**src/rtl/uart_tx_engine.sv**
```systemverilog
// UART transmit engine: frame FSM, shift register, bit-tick and bit counters in one block.
// Latency: txd drops to the start bit on the cycle after accept; a frame occupies
//          OVERSAMPLE*(1+dlen+pen) + stop ticks of baud_tick.
// Backpressure: tx_ready only in IDLE or on the final stop tick; tx_valid is held off otherwise.
//
// Ports:
//   pclk, preset          clock and synchronous active-high reset
//   baud_tick             one-pclk pulse at OVERSAMPLE x baud rate
//   cfg_dlen/pen/eps/sp/stb  character format, snapshotted on accept
//   tx_data/tx_valid/tx_ready  character handshake
//   txd, tx_busy, tx_done serial line, frame-in-progress, end-of-frame pulse
// Optional: define UART_TX_BREAK_EN to add cfg_brk, which forces txd low while set.

module uart_tx_engine #(
  parameter int DATA_WIDTH = 8,
  parameter int OVERSAMPLE = 16
) (
  input  logic                            pclk,
  input  logic                            preset,
  input  logic                            baud_tick,
  input  logic [$clog2(DATA_WIDTH+1)-1:0] cfg_dlen,
  input  logic                            cfg_pen,
  input  logic                            cfg_eps,
  input  logic                            cfg_sp,
  input  logic                            cfg_stb,
`ifdef UART_TX_BREAK_EN
  input  logic                            cfg_brk,
`endif
  input  logic [DATA_WIDTH-1:0]           tx_data,
  input  logic                            tx_valid,
  output logic                            tx_ready,
  output logic                            txd,
  output logic                            tx_busy,
  output logic                            tx_done
);

  localparam int DLW = $clog2(DATA_WIDTH + 1);
  localparam int TW  = $clog2(2 * OVERSAMPLE);

  // Last tick index of each period length the tick counter has to recognise.
  localparam logic [TW-1:0] OS_LAST     = TW'(OVERSAMPLE - 1);
  localparam logic [TW-1:0] STOP2_LAST  = TW'(2 * OVERSAMPLE - 1);
  localparam logic [TW-1:0] STOP15_LAST = TW'((3 * OVERSAMPLE) / 2 - 1);

  localparam logic [2:0] S_IDLE   = 3'd0;
  localparam logic [2:0] S_START  = 3'd1;
  localparam logic [2:0] S_DATA   = 3'd2;
  localparam logic [2:0] S_PARITY = 3'd3;
  localparam logic [2:0] S_STOP   = 3'd4;

  logic [2:0]            state_q,     state_d;
  logic [TW-1:0]         tick_q,      tick_d;
  logic [DLW-1:0]        bit_q,       bit_d;
  logic [DATA_WIDTH-1:0] shift_q,     shift_d;
  logic [DLW-1:0]        dlen_q,      dlen_d;
  logic                  pen_q,       pen_d;
  logic                  par_q,       par_d;
  logic [TW-1:0]         stop_last_q, stop_last_d;

  logic [DLW-1:0]        dlen_eff;
  logic [DATA_WIDTH-1:0] data_m;
  logic [TW-1:0]         period_last;
  logic                  period_end;
  logic                  stop_end;
  logic                  accept;
  logic                  txd_fsm;

  // Clamp the requested character length into 5..DATA_WIDTH.
  always_comb begin
    if (cfg_dlen < DLW'(5)) begin
      dlen_eff = DLW'(5);
    end else if (cfg_dlen > DLW'(DATA_WIDTH)) begin
      dlen_eff = DLW'(DATA_WIDTH);
    end else begin
      dlen_eff = cfg_dlen;
    end
  end

  // Zero the bits above the character length so they never reach the parity.
  always_comb begin
    data_m = '0;
    for (int i = 0; i < DATA_WIDTH; i++) begin
      if (i < int'(dlen_eff)) begin
        data_m[i] = tx_data[i];
      end
    end
  end

  // Only STOP has a period longer or shorter than one bit time.
  assign period_last = (state_q == S_STOP) ? stop_last_q : OS_LAST;
  assign period_end  = baud_tick && (state_q != S_IDLE) && (tick_q == period_last);
  assign stop_end    = period_end && (state_q == S_STOP);

  assign tx_ready = ~preset & ((state_q == S_IDLE) | stop_end);
  assign tx_done  = ~preset & stop_end;
  assign tx_busy  = (state_q != S_IDLE);
  assign accept   = tx_valid & tx_ready;

  always_comb begin
    state_d     = state_q;
    tick_d      = tick_q;
    bit_d       = bit_q;
    shift_d     = shift_q;
    dlen_d      = dlen_q;
    pen_d       = pen_q;
    par_d       = par_q;
    stop_last_d = stop_last_q;
    // Accept wins over the STOP->IDLE step so back-to-back frames have no idle gap.
    if (accept) begin
      state_d = S_START;
      tick_d  = '0;
      bit_d   = '0;
      shift_d = data_m;
      dlen_d  = dlen_eff;
      pen_d   = cfg_pen;
      // Parity is resolved once here so the frame only needs to carry one bit.
      par_d   = cfg_sp ? ~cfg_eps : ((^data_m) ^ ~cfg_eps);
      if (!cfg_stb) begin
        stop_last_d = OS_LAST;
      end else if (dlen_eff == DLW'(5)) begin
        stop_last_d = STOP15_LAST;
      end else begin
        stop_last_d = STOP2_LAST;
      end
    end else if (baud_tick && (state_q != S_IDLE)) begin
      if (tick_q == period_last) begin
        tick_d = '0;
        case (state_q)
          S_START: state_d = S_DATA;
          S_DATA: begin
            shift_d = shift_q >> 1;
            if (bit_q == dlen_q - DLW'(1)) begin
              bit_d   = '0;
              state_d = pen_q ? S_PARITY : S_STOP;
            end else begin
              bit_d = bit_q + DLW'(1);
            end
          end
          S_PARITY: state_d = S_STOP;
          default:  state_d = S_IDLE;
        endcase
      end else begin
        tick_d = tick_q + TW'(1);
      end
    end
  end

  always_ff @(posedge pclk) begin
    if (preset) begin
      state_q     <= S_IDLE;
      tick_q      <= '0;
      bit_q       <= '0;
      shift_q     <= '0;
      dlen_q      <= '0;
      pen_q       <= 1'b0;
      par_q       <= 1'b0;
      stop_last_q <= '0;
    end else begin
      state_q     <= state_d;
      tick_q      <= tick_d;
      bit_q       <= bit_d;
      shift_q     <= shift_d;
      dlen_q      <= dlen_d;
      pen_q       <= pen_d;
      par_q       <= par_d;
      stop_last_q <= stop_last_d;
    end
  end

  always_comb begin
    case (state_q)
      S_START:  txd_fsm = 1'b0;
      S_DATA:   txd_fsm = shift_q[0];
      S_PARITY: txd_fsm = par_q;
      default:  txd_fsm = 1'b1;
    endcase
  end

`ifdef UART_TX_BREAK_EN
  assign txd = txd_fsm & ~cfg_brk;
`else
  assign txd = txd_fsm;
`endif

endmodule

```
**config.mk**
```make
export PLATFORM = sky130hd
export DESIGN_NAME = uart_tx_engine
export DESIGN_NICKNAME = d
export VERILOG_FILES = /design/src/rtl/uart_tx_engine.sv
export SDC_FILE = /design/constraint.sdc
export NUM_CORES = 1
export LEC_CHECK = 0
export CELL_PAD_IN_SITES_DETAIL_PLACEMENT = 1
export CELL_PAD_IN_SITES_GLOBAL_PLACEMENT = 2
export CORE_MARGIN = 5
export CORE_UTILIZATION = 29
export DETAILED_ROUTE_END_ITERATION = 6
export GPL_ROUTABILITY_DRIVEN = 1
export PLACE_DENSITY = 0.86
export SLEW_MARGIN = 30
export SYNTH_ARGS = -nofsm -noshare
export SYNTH_HDL_FRONTEND = slang
export SYNTH_SLANG_ARGS = --single-unit
```
**constraint.sdc**
```tcl
create_clock -name pclk -period 1.8 [get_ports pclk]
set_input_delay 0.27 -clock pclk [delete_from_list [all_inputs] [get_ports pclk]]
set_output_delay 0.27 -clock pclk [all_outputs]
set_load 0.005 [all_outputs]
```
# After elaboration in Yosys (flattened, before gate mapping)
# Cells that the tools add are included.
[classes] n_addsub=3 multipliers=0 div_mod_pow=0 order_cmp=10 eq_ne=9 shifts=0 n_mux=27 bitwise_logic=7 reduce_logical=14
[op_table] operator="$mux 8" n=4
[op_table] operator="$lt 3x4->1 const A" n=4
[op_table] operator="$mux 4" n=4
[op_table] operator="$mux 5" n=3
[op_table] operator="$mux 1" n=12
[op_table] operator="$reduce_and 3->1" n=4
[op_table] operator="$pmux 3 s3" n=1
[op_table] operator="$lt 1x4->1 const A" n=2
[op_table] operator="$lt 2x4->1 const A" n=2
[op_table] operator="$reduce_xor 8->1" n=1
[op_table] operator="$eq 3x2->1 const B" n=2
[op_table] operator="$mux 3" n=2
[op_table] operator="$reduce_bool 2->1" n=3
[op_table] operator="$add 5x1->5 const B" n=1
[op_table] operator="$eq 5x5->1" n=1
[op_table] operator="$add 4x1->4 const B" n=1
[op_table] operator="$eq 4x3->1 const B" n=1
[op_table] operator="$eq 4x4->1" n=1
[op_table] operator="$gt 4x4->1 const B" n=1
[op_table] operator="$lt 4x3->1 const B" n=1
[op_table] operator="$sub 4x1->4 const B" n=1
[op_table] operator="$and 1x1->1" n=3
[op_table] operator="$eq 3x1->1 const B" n=1
[op_table] operator="$eq 3x3->1 const B" n=1
[op_table] operator="10 further kinds" n=13
[word_totals] reg_bits=31 latchBits=0 ramBits=0 romBits=0 inputBits=20 output_inout_bits=4 elab_cells=79 memories=0

# Depth between registers and ports, before layout
[logic_depth] ltp_word=10 ltp_mapped=9 mapped_depth_nobuf=8

# Worst setup path before layout
# No wires, ideal clock.
[synth_timing] path_type="reg2reg" from="register state_q[0]" to="register stop_last_q[3]" setup_ns=0.088 arrival_time_ns=1.854 required_ns=1.712 slack_ns=-0.142 path_stages_with_launch=10 path_buffers=3 synth_period_minus_slack_ns=1.942 cell_sequence="dfxtp_1 -> buf_6 -> nor4b_4 -> mux2i_2 -> a41o_1 -> buf_6 -> and2_4 -> buf_6 -> nor2_1 -> a311oi_2"
[synth_via] elab_chain_cells=8 elab_cells_between_ends=11 cone_classes="2 x eq/ne; 1 x mux; 3 x bitwise; 5 x reduce/logical"
[synth_lines] item="from (decl)" line="51" source="logic [2:0] state_q, state_d;"
[synth_lines] item="from (signal assigned)" line="159" source="state_q <= state_d;"
[synth_lines] item="$eq 3x3->1" line="90, 92"
[synth_lines] item="$mux 5" line="90" source="assign period_last = (state_q == S_STOP) ? stop_last_q : OS_LAST;"
[synth_lines] item="$eq 5x5->1" line="91" source="assign period_end = baud_tick && (state_q != S_IDLE) && (tick_q == period_last);"
[synth_lines] item="$logic_and 1x1->1" line="91"
[synth_lines] item="$logic_and 1x1->1" line="92" source="assign stop_end = period_end && (state_q == S_STOP);"
[synth_lines] item="$or 1x1->1 (*)" line="94" source="assign tx_ready = ~preset & ((state_q == S_IDLE) | stop_end);"
[synth_lines] item="$and 1x1->1 (*)" line="94"
[synth_lines] item="$and 1x1->1 (*)" line="97" source="assign accept = tx_valid & tx_ready;"
[synth_lines] item="to (signal assigned)" line="166" source="stop_last_q <= stop_last_d;"
[synth_lines] item="to (decl)" line="58" source="logic [TW-1:0] stop_last_q, stop_last_d;"
# Every way passes the cells marked *; elsewhere a longest branch is shown, timed or not.
# A chain may end at the register's enable or synchronous reset.

# Final worst setup path
[layout_timing] from="register state_q[0]" to="output port tx_ready"
[layout_via] elab_chain_cells=7 elab_cells_between_ends=10 cone_classes="2 x eq/ne; 1 x mux; 2 x bitwise; 5 x reduce/logical"
[layout_lines] item="$eq 3x3->1" line="90, 92"
[layout_lines] item="$mux 5" line="90"
[layout_lines] item="$eq 5x5->1" line="91"
[layout_lines] item="$logic_and 1x1->1" line="91"
[layout_lines] item="$logic_and 1x1->1" line="92"
[layout_lines] item="$or 1x1->1 (*)" line="94"
[layout_lines] item="$and 1x1->1 (*)" line="94"
[layout_lines] item="to (decl)" line="31" source="output logic tx_ready,"
# Marks and branches as above.

==> results.json <==
{
  "critPathLaunchType": "flop",
  "rsz0062_at_grt": "true",
  "initialDrtViolationCount": 55,
  "path_class": "reg -> out",
  "synth.avg_cell_area_um2": 8.36,
  "fmax_mhz": 462,
  "setup_viol": 28,
  "synth_nets": 226,
  "cts_root_buffer": "clkbuf_8",
  "skew_ps": 4.54,
  "final_layout_size_suffix_gt1_frac": 0.477,
  "r2r_start": "state_q[0]",
  "slew_violations": 0,
  "cp-startpoint": "state_q[0]",
  "r2r_cells": 8,
  "drtPass1Iterations": 4,
  "synth-edff-count": 0,
  "place_area_um2": 2350,
  "cts_max_path_buffers": 2,
  "cellPowerDensity_nw_per_um2": 632,
  "die_w_um": 86.5,
  "die_area_um2": 7480,
  "htree_levels": 2,
  "syn_to_final_growth_pct": 65.8,
  "start_util": 0.303,
  "utilization": 0.502,
  "syn_inst": 203,
  "finalWorstSetupSlack_ps": -365,
  "maxCapViolations": 0,
  "insertion_delay_ps": 300,
  "crit_end": "tx_ready",
  "status": "finished, violations left",
  "grt_pass1_vias": 1937,
  "synth_area_um2": 1700,
  "grt_usage": 0.168,
  "final_nets": 302,
  "antenna_left": 0,
  "post-route-min-period_ps": 2170,
  "wl_um": 6010,
  "ys_ff_latch": 29,
  "seq_area_frac_synth": 0.342,
  "grt_pass1_wl_um": 9780,
  "cp_max_fo": 5,
  "rows": 27,
  "die_h_um": 86.5,
  "num_io_pins": 24,
  "place.gp.congestion": 0.758,
  "path_clk_slew_ps": 70,
  "setup_tns_ps": -6510,
  "via_per_inst": 5.09,
  "ir_drop_mv": 0.343,
  "hold_viol_final": 0,
  "slew_headroom": 0.805,
  "r2r_setup_slack_ps": -330,
  "stdcell_area_um2": 2820,
  "dp_hpwl_um": 3730,
  "cp-end-kind": "output pin",
  "antenna_found_initial": 0,
  "overflow": 0,
  "drcViolationCount": 0,
  "leakagePower_nw": 1.06,
  "drt-wirelength-per-cell_um": 17.1,
  "yosysWarnings": 0,
  "n_antenna_cell": 0,
  "cts_buffers": 5,
  "worstReg2RegEnd": "par_q",
  "grt_max_degree": 17,
  "worstPathRequired_ps": 1530,
  "violations": "negative setup slack",
  "cts_sinks": 29,
  "async_flop_share": 0,
  "worstMarginPinSlew_ps": 291,
  "cts_tree": "yes",
  "fin_crit_sh": 1.20,
  "hold_class": "reg -> reg",
  "cp_data_arrival_time_ps": 1900,
  "dp_slack_ps": -419,
  "port_buffers": 23,
  "vias": 1787,
  "netlist-cell-type-count": 46,
  "ys.flop_type": "dfxtp_1",
  "core_area_um2": 5610
}
state kept, by name, indices dropped and copies added, names as in the netlist:
| register | cells |
|---|---|
| state_q | 3 |
| bit_q | 4 |
| shift_q | 8 |
| stop_last_q | 3 |
| dlen_q | 4 |
| par_q | 1 |
| pen_q | 1 |
| tick_q | 5 |
report_power, final:
group	switching [mW]	total [mW]	leakage, nW	internal (mW)
logic	0.178	0.392	0.764	0.214
registers	0.0297	0.701	0.239	0.671
clock network	0.285	0.688	0.0540	0.402
routing by layer:
layer	wire, um	track usage	share of wire	up-vias
met4	86	0.0269	0.014	0
met2	3150	0.305	0.52	30
met3	222	0.0466	0.037	11
met5	0	0	0	-
li1	-	-	-	870
met1	2550	0.199	0.42	876
worst min path at each step:
| stage | start | to | slack, ps | depth (start not counted) |
|---|---|---|---|---|
| after global routing | shift_q[6] | shift_q[5] | 500 | 2 |
| after CTS | shift_q[4] | shift_q[3] | 470 | 2 |
| after global placement | shift_q[2] | shift_q[1] | 450 | 2 |
| final | shift_q[6] | shift_q[5] | 470 | 2 |
| after detailed placement | shift_q[4] | shift_q[3] | 460 | 2 |
| after floorplan | cfg_stb | stop_last_q[3] | 380 | 1 |
critical path, stage by stage (launching register included):
cell	delay, ps
dfxtp_4	370
nor4b_4	300
mux2i_2	280
nand4_1	210
nor3_2	180
o21bai_1	130
buf_2	130
layout make-up:
type / count / area (um2)
clock buffer: 5 / 68.8
inverter: 8 / 30.0
multi-input combinational: 157 / 1310
tap: 72 / 90.1
clock inverter: 2 / 35.0
sequential: 29 / 589
fill: 670 / 2790
timing repair buffer: 78 / 693
cell usage after synthesis (2+ instances only):
cell type | number | area share
nor3b_1 | 4 | 0.018
nor4b_4 | 2 | 0.028
dfxtp_1 | 29 | 0.34
a311o_1 | 2 | 0.012
nor3_1 | 2 | 0.0059
ha_1 | 3 | 0.022
buf_2 | 4 | 0.012
a21oi_1 | 21 | 0.062
xor2_1 | 8 | 0.041
xnor2_1 | 7 | 0.036
a311oi_1 | 3 | 0.015
buf_6 | 4 | 0.027
a22oi_1 | 3 | 0.013
nor2_1 | 21 | 0.046
nand2_1 | 25 | 0.055
a31oi_1 | 2 | 0.0074
inv_1 | 8 | 0.018
and2_1 | 4 | 0.015
nand2b_1 | 3 | 0.011
clkbuf_1 | 4 | 0.0088
o21ai_1 | 2 | 0.0059
nand3_1 | 9 | 0.027
nand4_1 | 4 | 0.015
a211oi_1 | 3 | 0.013
or3_1 | 4 | 0.015
mux2i_1 | 2 | 0.012
kinds of logic (layout without fill, tap and decap cells):
logic type / count (synthesis) / in the layout / synth area share
multiplexers: 3 / 3 / 0.0199
adder cells (fa/ha/maj): 3 / 3 / 0.0221
flip-flops: 29 / 29 / 0.342
XOR/XNOR: 17 / 17 / 0.100
AO/OA/AOI/OAI: 44 / 44 / 0.171
buffers and inverters: 20 / 93 / 0.0648
AND/OR/NAND/NOR: 87 / 90 / 0.280
cell usage in the layout, fill, tap and decap left out, types with 7 or more instances in the layout:
cell	instances
buf_4	38
dfxtp_1	26
xnor2_1	7
buf_6	18
inv_1	8
a21oi_2	14
xor2_1	8
nor2_1	13
nand3_1	7
nand2_1	20
clkdlybuf4s50_1	19
through the flow:
step	power [mW]	hold WS (ps)	instances
2_1_floorplan	0.877	381	203
3_3_place_gp	1.03	453	335
3_5_place_dp	1.04	457	335
4_1_cts	1.75	467	346
5_1_grt	1.85	498	351
6_report	1.78	470	351
repair_timing:
action	4_1_cts	5_1_grt
setup endpoints to repair	30	30
pin swaps	20	13
resized for setup	61	32
hold buffers	0	0
gates cloned	3	0
setup buffers	5	6
Note: power is estimated with default switching activity, not from simulation.
==> patch 1 (same flow settings) <==
Change the parameter `DATA_WIDTH` from 8 to 4.
--- a/src/rtl/uart_tx_engine.sv
+++ b/src/rtl/uart_tx_engine.sv
@@ -12,7 +12,7 @@
 // Optional: define UART_TX_BREAK_EN to add cfg_brk, which forces txd low while set.
 
 module uart_tx_engine #(
-  parameter int DATA_WIDTH = 8,
+  parameter int DATA_WIDTH = 4,
   parameter int OVERSAMPLE = 16
 ) (
   input  logic                            pclk,
Ports: changed (resized cfg_dlen and tx_data); port bits go from 24 to 19. The function was not compared with the original's and may differ.
==> patch 1 against the original RTL <==
The flow still finishes with violations (setup timing). Synthesized area is 19% lower. Wire length down 15%. Setup slack worse by 40 ps. Cell count down 24%. Design area fell by 20%. Power down 39%. Sequential cell count fell by 6. Combinational power down 46%. Critical endpoint is now tick_q[1].
==> patch 1: results (changes against the original RTL) <==
* CTS max path bufs at 2 (unchanged)
* IO Port Bufs at 18 (was 23)
* Vias/cell at 5.36 (was 5.09)
* Net count after synthesis at 167 (was 226)
* Top Registers: tick_q (5), shift_q (4) (was shift_q (8), tick_q (5))
* Clk slew on worst S/H paths at 90 ps (was 70 ps)
* CP Max Fanout at 8 (was 5)
* Cells on worst reg2reg path at 10 (was 8)
* Fin nets at 232 (was 302)
* Cell Area, Placed at 1870 um2 (was 2350 um2)
* Most common cell in the netlist: dfxtp_1 (unchanged)
* Post-DP HPWL at 3550 um (was 3730 um)
* 1st-pass router iterations at 4 (unchanged)
* Fraction of layout cells with a size suffix above 1 at 0.432 (was 0.477)
* Clk_skew at 2.99 ps (was 4.54 ps)
* H-tree depth at 1 (was 2)
* Filler cell count at 541 (was 670)
* Top delay family on crit path: buffers and inverters (was simple AND/OR/NAND/NOR gates)
* Seq/Total Area, Yosys at 0.334 (was 0.342)
* Clock latency on the worst-skew pair at 270 ps (was 300 ps)
* Arrival @ worst endpoint at 2340 ps (was 1900 ps)
* Largest register by flop count: tick_q (was shift_q)
* Run status: finished, violations left (unchanged)
* Failing checks: setup timing (unchanged)
* Initial antenna violation count at 0 (unchanged)
* R2R Path End: tick_q[1] (was par_q)
* Largest net degree at the start of global routing at 14 (was 17)
* Total Routing Usage GR at 0.156 (was 0.168)
* Largest register FFs at 5 (was 8)
* Distinct cells, synth at 44 (was 46)
* N_diodes at 0 (unchanged)
* Reg2reg setup slack at -410 ps (was -330 ps)
* Lkg Pwr at 0.827 nW (was 1.06 nW)
* Fin worst setup slack at -405 ps (was -365 ps)
* Setup crit start: state_q[0] (unchanged)
* Largest stage delay, worst path at 370 ps (about the same)
* Worst-margin pin slew at 657 ps (was 291 ps)
* Number of global-route vias before repair at 1567 (was 1937)
* Hold Path Class: reg -> reg (unchanged)
* Crit-path slowest cell: dfxtp_4 (unchanged)
* YS warnings at 0 (unchanged)
* Synth area leaders: dfxtp_1 (33%), a21oi_1 (4.7%), nand2_1 (4.1%), o41ai_4 (4.0%), a311oi_1 (3.2%) (was dfxtp_1 (34%), a21oi_1 (6.2%), nand2_1 (5.5%), nor2_1 (4.6%), xor2_1 (4.1%))
* Final setup fails at 26 (was 28)
* TritonCTS Buffers at 3 (was 5)
* Global-route wire length before repair at 7590 um (was 9780 um)
* Commonest cells in the netlist: dfxtp_1 (23), nand2_1 (15), a21oi_1 (13) (was dfxtp_1 (29), nand2_1 (25), a21oi_1 (21), nor2_1 (21), nand3_1 (9))
* Final wirelength at 5120 um (was 6010 um)
* Initial drt markers at 29 (was 55)
* Setup TNS at -8230 ps (was -6510 ps)
* Setup CP Type: reg -> reg (was reg -> out)
* Max VDD drop at 0.500 mV (was 0.343 mV)
* GPL Wtd Cong at 0.881 (was 0.758)
* Drt drc at 0 (unchanged)
* Root buffer cell: clkbuf_8 (unchanged)
* Async set or reset register ratio after synthesis at 0 (unchanged)
* Dpl ws at -489 ps (was -419 ps)
==> patch 1: worst min-delay path by stage <==
stage	startpoint	to	cells past startpoint
final	dlen_q[1]	dlen_q[1]	2
after global routing	dlen_q[1]	dlen_q[1]	2
after global placement	dlen_q[1]	dlen_q[1]	2
after floorplan	preset	shift_q[0]	1
after detailed placement	dlen_q[1]	dlen_q[1]	2
after CTS	dlen_q[1]	dlen_q[1]	2
==> patch 1: per-layer routing <==
layer | vias to the layer above | global-route usage | wire length (um)
met5 | - | 0 | 0
met4 | 0 | 0.0481 | 161
met3 | 14 | 0.0306 | 220
met2 | 32 | 0.307 | 2840
met1 | 709 | 0.165 | 1900
li1 | 677 | - | -
==> patch 1: metrics by stage <==
stage | instances | hold WS [ps] | utilization
finish | 267 | 457 | 0.481
global route | 267 | 482 | 0.481
CTS | 260 | 463 | 0.450
detailed placement | 250 | 450 | 0.401
global placement | 250 | 431 | 0.401
floorplan | 149 | 342 | -
==> patch 1: cell families (layout without fill, tap and decap cells) <==
group | Yosys count | in the layout | synth area share
AO/OA/AOI/OAI | 37 | 37 | 0.218
flip-flops | 23 | 23 | 0.334
adder cells (fa/ha/maj) | 3 | 3 | 0.0272
buffers and inverters | 12 | 76 | 0.0435
XOR/XNOR | 13 | 13 | 0.109
multiplexers | 3 | 3 | 0.0281
AND/OR/NAND/NOR | 58 | 58 | 0.241
==> patch 1: final cells by class <==
class                   instances  share of cell area
inverters                       6              0.0101
clock inverters                 1             0.00223
multi-input cells             114               0.465
flip-flops and latches         23               0.209
clock buffers                   3              0.0184
well taps                      54              0.0302
repair buffers                 66               0.265
==> patch 1: power by group <==
group | total, mW | switching, mW | internal [mW] | leakage (nW)
Combinational | 0.212 | 0.101 | 0.110 | 0.612
Clock | 0.331 | 0.176 | 0.155 | 0.0255
Sequential | 0.543 | 0.0172 | 0.526 | 0.189
==> patch 1: what timing repair did <==
item,4_1_cts,5_1_grt
resized for setup,51,18
buffers inserted,8,9
endpoints found under the setup margin,27,27
pin swaps,26,10
==> patch 1: worst min-delay path: stages (launching register included) <==
cell and delay, ps:
dfxtp_1 310, inv_1 70, nor2_1 50
==> patch 2 (same flow settings) <==
Without the edit above. Put a register stage on the output `txd`, with the module's reset. The value now appears one clock later. The other outputs are not delayed to match. Comments in the files are not updated.
--- a/src/rtl/uart_tx_engine.sv
+++ b/src/rtl/uart_tx_engine.sv
@@ -179,7 +179,13 @@
 `ifdef UART_TX_BREAK_EN
   assign txd = txd_fsm & ~cfg_brk;
 `else
-  assign txd = txd_fsm;
+  always_ff @(posedge pclk) begin
+    if (preset) begin
+      txd <= '0;
+    end else begin
+      txd <= txd_fsm;
+    end
+  end
 `endif
 
 endmodule
Function: changed (a bounded check fails within 4 cycles, from zero or initial values and one cycle with preset high).
==> patch 2 against the original RTL <==
The run still ends with setup timing left. Non-clock buffer count rose by 2. Setup slack got worse by 41 ps. Wire length rose by 3.9%. Register-to-register slack got worse by 20 ps. Largest power group unchanged. Synthesized area rose by 3.1%. Design area rose by 0.53%. Worst hold slack improved by 3.7 ps. Clock skew fell by 0.94 ps. Sequential cell count rose by 1. Power fell by 5.6%.
==> patch 2: results (changes against the original RTL) <==
* Distinct cells, synth at 52 (was 46)
* Synth area leaders: dfxtp_1 (34%), nand2_1 (5.8%), xnor2_1 (5.0%), nor2_1 (4.9%), a21oi_1 (4.6%) (was dfxtp_1 (34%), a21oi_1 (6.2%), nand2_1 (5.5%), nor2_1 (4.6%), xor2_1 (4.1%))
* Clock latency on the worst-skew pair at 280 ps (was 300 ps)
* Top Registers: shift_q (8), tick_q (5) (unchanged)
* Dpl ws at -443 ps (was -419 ps)
* Global-route wire length before repair at 10100 um (was 9780 um)
* Total Routing Usage GR at 0.169 (was 0.168)
* Clk slew on worst S/H paths at 70 ps (about the same)
* Post-DP HPWL at 4120 um (was 3730 um)
* Initial antenna violation count at 0 (unchanged)
* N_diodes at 0 (unchanged)
* H-tree depth at 2 (unchanged)
* CTS max path bufs at 2 (unchanged)
* Net count after synthesis at 233 (was 226)
* Final setup fails at 31 (was 28)
* Run status: finished, violations left (unchanged)
* Fraction of layout cells with a size suffix above 1 at 0.403 (was 0.477)
* Largest net degree at the start of global routing at 19 (was 17)
* Vias/cell at 5.07 (was 5.09)
* WL/cell at 17.2 um (was 17.1 um)
* Async set or reset register ratio after synthesis at 0 (unchanged)
* Clk_skew at 3.60 ps (was 4.54 ps)
* Hold Path Class: reg -> reg (unchanged)
* 1st-pass router iterations at 4 (unchanged)
* Commonest cells in the netlist: dfxtp_1 (30), nand2_1 (27), nor2_1 (23) (was dfxtp_1 (29), nand2_1 (25), a21oi_1 (21), nor2_1 (21), nand3_1 (9))
* Fin worst setup slack at -406 ps (was -365 ps)
* DP Cell Count at 346 (was 335)
* Largest register FFs at 8 (unchanged)
* CP Max Fanout at 3 (was 5)
* Setup TNS at -8400 ps (was -6510 ps)
* Final wirelength at 6250 um (was 6010 um)
* Setup crit start: state_q[1] (was state_q[0])
* Worst-margin pin slew at 487 ps (was 291 ps)
* GPL Wtd Cong at 0.841 (was 0.758)
* TritonCTS Buffers at 5 (unchanged)
* YS warnings at 0 (unchanged)
* Max VDD drop at 0.438 mV (was 0.343 mV)
* HP Start: shift_q[7] (was shift_q[6])
* Root buffer cell: clkbuf_8 (unchanged)
* Seq/Total Area, Yosys at 0.343 (was 0.342)
* IO Port Bufs at 23 (unchanged)
* Arrival @ worst endpoint at 1940 ps (was 1900 ps)
* Mean post-synth cell area at 8.34 um2 (was 8.36 um2)
* Fin nets at 310 (was 302)
* Filler cell count at 695 (was 670)
* Lkg Pwr at 1.05 nW (was 1.06 nW)
* Failing checks: setup timing (unchanged)
* Initial drt markers at 42 (was 55)
* Number of global-route vias before repair at 2073 (was 1937)
patch 2: cell types whose count changed after synthesis, moves of 4 or more:
cell     change
o21ai_0      +5
a21oi_1      -5
nor3b_1      -4
buf_4        +4
a22o_1       +4
nor3_1       +4
patch 2: cell type report:
type,count,area share
well taps,75,0.0332
repair buffers,80,0.247
inverters,6,0.00796
multi-input cells,164,0.458
clock buffers,8,0.0389
flip-flops and latches,30,0.215
patch 2: report_power, final:
group / internal (mW) / switching [mW] / leakage (nW)
Clock: 0.386 / 0.255 / 0.0575
Combinational: 0.175 / 0.151 / 0.750
Sequential: 0.691 / 0.0230 / 0.247
Total: 1.25 / 0.429 / 1.05
patch 2: cell families after synthesis:
group	after synthesis	synth area share
adders and majority gates	3	0.0214
buffers and inverters	17	0.0500
xor gates and xnor gates	17	0.0972
muxes	1	0.00786
DFF	30	0.343
and+or+nand+nor	96	0.304
AOI/OAI and AO/OA	46	0.177
patch 2: stage by stage:
stage	hold WS (ps)	power (mW)	instance area, um2
after global routing	515	1.75	2830
after detailed placement	457	1.01	2390
after global placement	449	1.00	2390
after floorplan	369	0.872	1770
after CTS	474	1.67	2700
final	474	1.68	2830
patch 2: final timing paths:
check | slack, ps | endpoint | cells past startpoint
worst min-delay path | 470 | shift_q[7] | 1
worst max-delay path | -410 | tx_ready | 7
worst max register to register | -350 | par_q | 9
worst min register to register | 470 | shift_q[7] | 1
patch 2: per-layer routing:
metal | routed length, um | up-vias | global-route usage
li1 | - | 904 | -
met1 | 2710 | 890 | 0.200
met2 | 3240 | 32 | 0.304
met3 | 179 | 13 | 0.0310
met4 | 123 | 0 | 0.0558
met5 | 0 | - | 0
patch 2: worst max-delay path, stage by stage, from the launching register on:
cell and delay [ps]:
dfxtp_4 360, nor4b_4 310, mux2i_2 310, buf_4 170, nand4_4 120, nor3_4 150, o21bai_1 120, buf_2 120
patch 2: what timing repair did:
item                                    4_1_cts  5_1_grt
pin swaps                                    14        9
setup buffers                                 9        3
cloned                                        1        0
resized for setup                            44       24
endpoints found under the setup margin       32       31
